File: src/rtl/instruction_loader.sv
// Streams a program into the 128 x 16 instruction memory, pads the tail with HALT,
// and holds the CPU controller in reset until the image is complete.
module instruction_loader #(
  parameter int              ADDR_W    = 7,
  parameter int              DEPTH     = 2 ** ADDR_W,
  parameter logic [15:0]     HALT_WORD = 16'h5000
) (
  input  logic              clk,
  input  logic              reset,
  input  logic              start,
  input  logic              in_valid,
  input  logic [15:0]       in_data,
  input  logic              in_last,
  output logic              in_ready,
  output logic              im_wr_en,
  output logic [ADDR_W-1:0] im_addr,
  output logic [15:0]       im_wr_data,
  output logic              cpu_reset,
  output logic              done,
  output logic              overflow,
  output logic [ADDR_W:0]   word_count
);

  localparam logic [ADDR_W-1:0] LAST_ADDR = ADDR_W'(DEPTH - 1);
  localparam logic [ADDR_W:0]   WC_MAX    = (ADDR_W + 1)'(DEPTH);

  typedef enum logic [2:0] {
    IDLE,
    LOAD,
    FILL,
    DRAIN,
    RUN,
    ERR
  } state_t;

  state_t            state;
  logic [ADDR_W-1:0] addr;
  logic              overflow_q;
  logic              accept;
  logic              at_top;
  logic              load_write;

  assign at_top     = (addr == LAST_ADDR);
  assign in_ready   = (state == LOAD) || (state == DRAIN);
  assign accept     = in_valid && in_ready;
  assign load_write = (state == LOAD) && accept;
  assign im_wr_en   = load_write || (state == FILL);
  assign im_addr    = addr;
  assign cpu_reset  = (state != RUN);
  assign done       = (state == RUN);
  assign overflow   = overflow_q;

  // Source words pass straight through to the memory on the cycle they are accepted.
  always_comb begin
    im_wr_data = '0;
    if (load_write) begin
      im_wr_data = in_data;
    end else if (state == FILL) begin
      im_wr_data = HALT_WORD;
    end
  end

  always_ff @(posedge clk or posedge reset) begin
    if (reset) begin
      state      <= IDLE;
      addr       <= '0;
      word_count <= '0;
      overflow_q <= 1'b0;
    end else begin
      case (state)
        IDLE, RUN, ERR: begin
          if (start) begin
            state      <= LOAD;
            addr       <= '0;
            word_count <= '0;
            overflow_q <= 1'b0;
          end
        end
        LOAD: begin
          if (accept) begin
            addr       <= addr + ADDR_W'(1);
            word_count <= word_count + (ADDR_W + 1)'(1);
            if (in_last) begin
              state <= at_top ? RUN : FILL;
            end else if (at_top) begin
              // Memory is full but the source keeps going: swallow the rest of the stream.
              state      <= DRAIN;
              overflow_q <= 1'b1;
            end
          end
        end
        FILL: begin
          addr <= addr + ADDR_W'(1);
          if (at_top) begin
            state <= RUN;
          end
        end
        DRAIN: begin
          if (accept) begin
            if (word_count != WC_MAX) begin
              word_count <= word_count + (ADDR_W + 1)'(1);
            end
            if (in_last) begin
              state <= ERR;
            end
          end
        end
        default: state <= IDLE;
      endcase
    end
  end

endmodule

File: config.mk
export PLATFORM = sky130hd
export DESIGN_NAME = instruction_loader
export DESIGN_NICKNAME = d
export VERILOG_FILES = /design/src/rtl/instruction_loader.sv
export SDC_FILE = /design/constraint.sdc
export NUM_CORES = 1
export LEC_CHECK = 0
export CAP_MARGIN = 20
export CORE_UTILIZATION = 45
export DETAILED_ROUTE_END_ITERATION = 12
export GPL_ROUTABILITY_DRIVEN = 0
export PLACE_DENSITY_LB_ADDON = 0.08
export SETUP_SLACK_MARGIN = 0.05
export SLEW_MARGIN = 20
export SYNTH_ARGS = -nofsm -noshare
export SYNTH_HDL_FRONTEND = slang
export SYNTH_SLANG_ARGS = --single-unit
File: constraint.sdc
create_clock -name clk -period 2.7 [get_ports clk]
set_input_delay 0.675 -clock clk [delete_from_list [all_inputs] [get_ports clk]]
set_output_delay 0.675 -clock clk [all_outputs]
set_load 0.005 [all_outputs]
==> impl_metrics.toml <==
[pwr]
p_switching_w = 0.0006748
finalPower_w = 0.001668
p_comb_share_pct = 64.0
clkPwrFrac_pct = 9.5
sw_frac_of_total_pct = 40.46
p_leak_nw = 1.131
vdd_drop_max_v = 0.0006202
power.share.sequential_pct = 26.5
p_per_area_nw_per_um2 = 797.6
internal-power_w = 0.0009929

[synthesis]
synth_top_family_by_area = "simple AND/OR/NAND/NOR gates"
synth_xor_area_share_pct = 1.337
ys_seq_area_share_pct = 36.29
syn_avg_cell_area_um2 = 8.733
synthAdderAreaFrac_pct = 2.865
ys_types = 40
synth_top_area_share_pct = 36.29
ys_ff_latch = 19
yosys_warnings = 0
synth_compound_area_share_pct = 21.59
yosys-top-cells-area = "dfrtp_1 36%, and2_1 8.1%, o31ai_1 4.6%, a21oi_1 3.1%, ha_1 2.9%"
synth_area_leader_cell = "dfrtp_1"
syn_nets = 174
syn_inst = 150
syn-cell-area_um2 = 1310
yosys.area_share.simple_pct = 32.47
muxShareOfSynthArea_pct = 0.8596

[worst_hold_path]
hold_path_class = "flip-flop to flip-flop"

[clocking]
htree_levels = 1
cts_tree = "yes"
cts_buffer_depth = 2
clkSinkCount = 19
hold_buffers = 0
numCtsBuffers = 3
clk_pin_slew_ns = 0.14
clock_latency_ns = 0.31
cts_root_buf = "clkbuf_4"

[timing]
drv_slew = 0
worst_pin_slew_ns = 0.7394
hold_violations = 0
whs_ns = 0.5052
setup_violations = 0
fin_crit_sh_pct = 96.12
max_freq_mhz = 385.3
slew_headroom_pct = 50.65
skew_ns = 0.02034
period_needed_ns = 2.595
rsz0062_at_grt = "no"
setup_ws_ns = 0.1046

[final_layout]
synthToLayoutAreaGrowth_pct = 59.60
n_fill_cell = 222
final_core_util_pct = 75.82
antenna_cells = 0
final_cells = 254
final_nets = 248
drive_above_1_share_pct = 14.35

[grt]
grt_max_degree = 20
grt-ovfl-total = 0
track_usage_pct = 24.78
grt_pass1_vias = 1393
grt_first_pass_wirelength_mm = 5.989
antenna_found_initial = 0

[drt]
routed_wl_mm = 4.001
via_per_inst = 5.787
drtPass1Iterations = 4
avgRoutedWirePerCell_um = 15.75
vias = 1470
drc = 0
drt_iter0_markers = 45
ant_nets = 0

[floorplanning]
die_h_um = 55.96
die_area_um2 = 3131
initial_core_util_pct = 47.50
num_io_pins = 57
core_area_um2 = 2758
die_w_um = 55.96
num_rows = 19

[outcome]
status = "completed"

[worst_setup_path]
cp-start-kind = "input port"
cp.required_ns = 2.93
endpoint_kind = "flip-flop"
worstPathArrival_ns = 2.82
critPathKind = "input port to flip-flop"
critical_path.max_fanout = 9

[job]
drv_cap = 0

[placement]
port_buffers = 56
detailed_place_hpwl_mm = 2.768
dp_slack_ns = -0.1753
dp_cells = 239
layer usage:
layer / up-vias / routed length (um) / track usage, %
li1: 691 / - / -
met1: 694 / 1529 / 29.17
met2: 75 / 2051 / 43.55
met3: 10 / 314 / 5.814
met4: 0 / 105 / 9.756
met5: - / 0 / 0
worst max-delay path, stage by stage:
cell and delay (ns):
dlygate4sd2_1 0.23, nand3b_1 0.12, buf_4 0.16, buf_4 0.12, buf_4 0.12, buf_4 0.13, buf_4 0.12, buf_4 0.12
buf_4 0.12, buf_4 0.12, a21boi_4 0.16, or4_1 0.47, a21oi_1 0.16
timing repair:
item                       in CTS  in global routing
cloned                          1                  0
resized for setup               5                 16
setup endpoints to repair      17                 15
setup buffers                   7                  3
hold endpoints to repair        0                  0
cell usage after synthesis, drive strengths merged:
library cell	instances
nand2b	5
and2b	2
nand4bb	1
and3	5
nand4	2
a21boi	1
clkbuf	2
nor2	11
buf	4
o221a	2
o221ai	1
xor2	2
and4b	1
and2	17
inv	7
a22o	2
and3b	1
o211a	1
a32o	1
o31ai	9
o21bai	1
nand2	10
o21ai	11
nand4b	1
or4	2
or3	5
a21oi	8
nand3	5
mux2	1
nand3b	2
a21o	1
a31oi	2
ha	3
dfrtp	19
nor2b	2
power by group through the flow:
| stage | clock, W | combinational (W) | sequential, W |
|---|---|---|---|
| floorplan | 0 | 0.000550 | 0.000423 |
| global route | 0.000170 | 0.00116 | 0.000457 |
| finish | 0.000159 | 0.00107 | 0.000442 |
| CTS | 0.000156 | 0.00103 | 0.000436 |
| detailed placement | 0 | 0.000965 | 0.000440 |
| global placement | 0 | 0.000939 | 0.000436 |
cell usage in the layout (no fill, tap or decap), types with 2 or more instances in the layout:
cell             netlist  routed
nand3_1                5       5
xor2_1                 2       2
o31ai_1                8       8
a22o_1                 2       2
nor2b_1                2       2
and2_1                17      17
o21ai_1                5       5
dfrtp_1               19      18
and3_1                 5       5
clkbuf_4               0       3
nor2_1                10       9
or3_1                  4       4
buf_6                  1       2
nand2_1               10      10
nand3b_1               2       2
ha_1                   3       3
o221a_2                2       2
buf_4                  0      17
inv_1                  7       7
a21oi_1                8       8
dlymetal6s2s_1         0      13
clkdlybuf4s50_1        0      41
a31oi_1                2       2
nand4_1                2       2
and2b_1                2       2
nand2b_1               5       5
o21ai_0                6       6
or4_1                  2       2
layout make-up:
class                           count  area [um2]  area share (%)
Clock inverter                      1       7.507          0.3591
Multi-Input combinational cell    118       777.0           37.16
Inverter                            7       26.28           1.257
Timing Repair Buffer               75       742.0           35.49
Sequential cell                    19       476.7           22.80
Tap cell                           31       38.79           1.855
Clock buffer                        3       22.52           1.077
stage by stage:
| step | area [um2] | setup TNS [ns] |
|---|---|---|
| global placement | 1936 | -1.806 |
| finish | 2091 | 0 |
| global route | 2091 | 0 |
| CTS | 2029 | 0 |
| floorplan | 1310 | 0 |
| detailed placement | 1936 | -2.259 |
final timing paths:
| check | start | endpoint | slack [ns] | cells past startpoint |
|---|---|---|---|---|
| worst max-delay path | in_valid | word_count[3] | 0.10 | 13 |
| worst min-delay path | overflow | overflow | 0.51 | 2 |
| worst max register to register | state[2] | word_count[3] | 0.22 | 12 |
| worst min register to register | overflow | overflow | 0.51 | 2 |
| max in group asynchronous | reset | state[1] | 1.42 | 2 |
| min in group asynchronous | reset | im_addr[2] | 0.78 | 2 |
registers in the layout (all words and copies together) (netlist names):
signal,flops
word_count,8
im_addr,7
state,3
overflow,1
cell families after synthesis:
| group | after synthesis |
|---|---|
| AND/OR/NAND/NOR | 72 |
| AO/OA/AOI/OAI | 40 |
| adder cells (fa/ha/maj) | 3 |
| multiplexers | 1 |
| flip-flops | 19 |
| XOR/XNOR | 2 |
| buffers and inverters | 13 |
No activity file was read; power rests on OpenSTA's default activity.
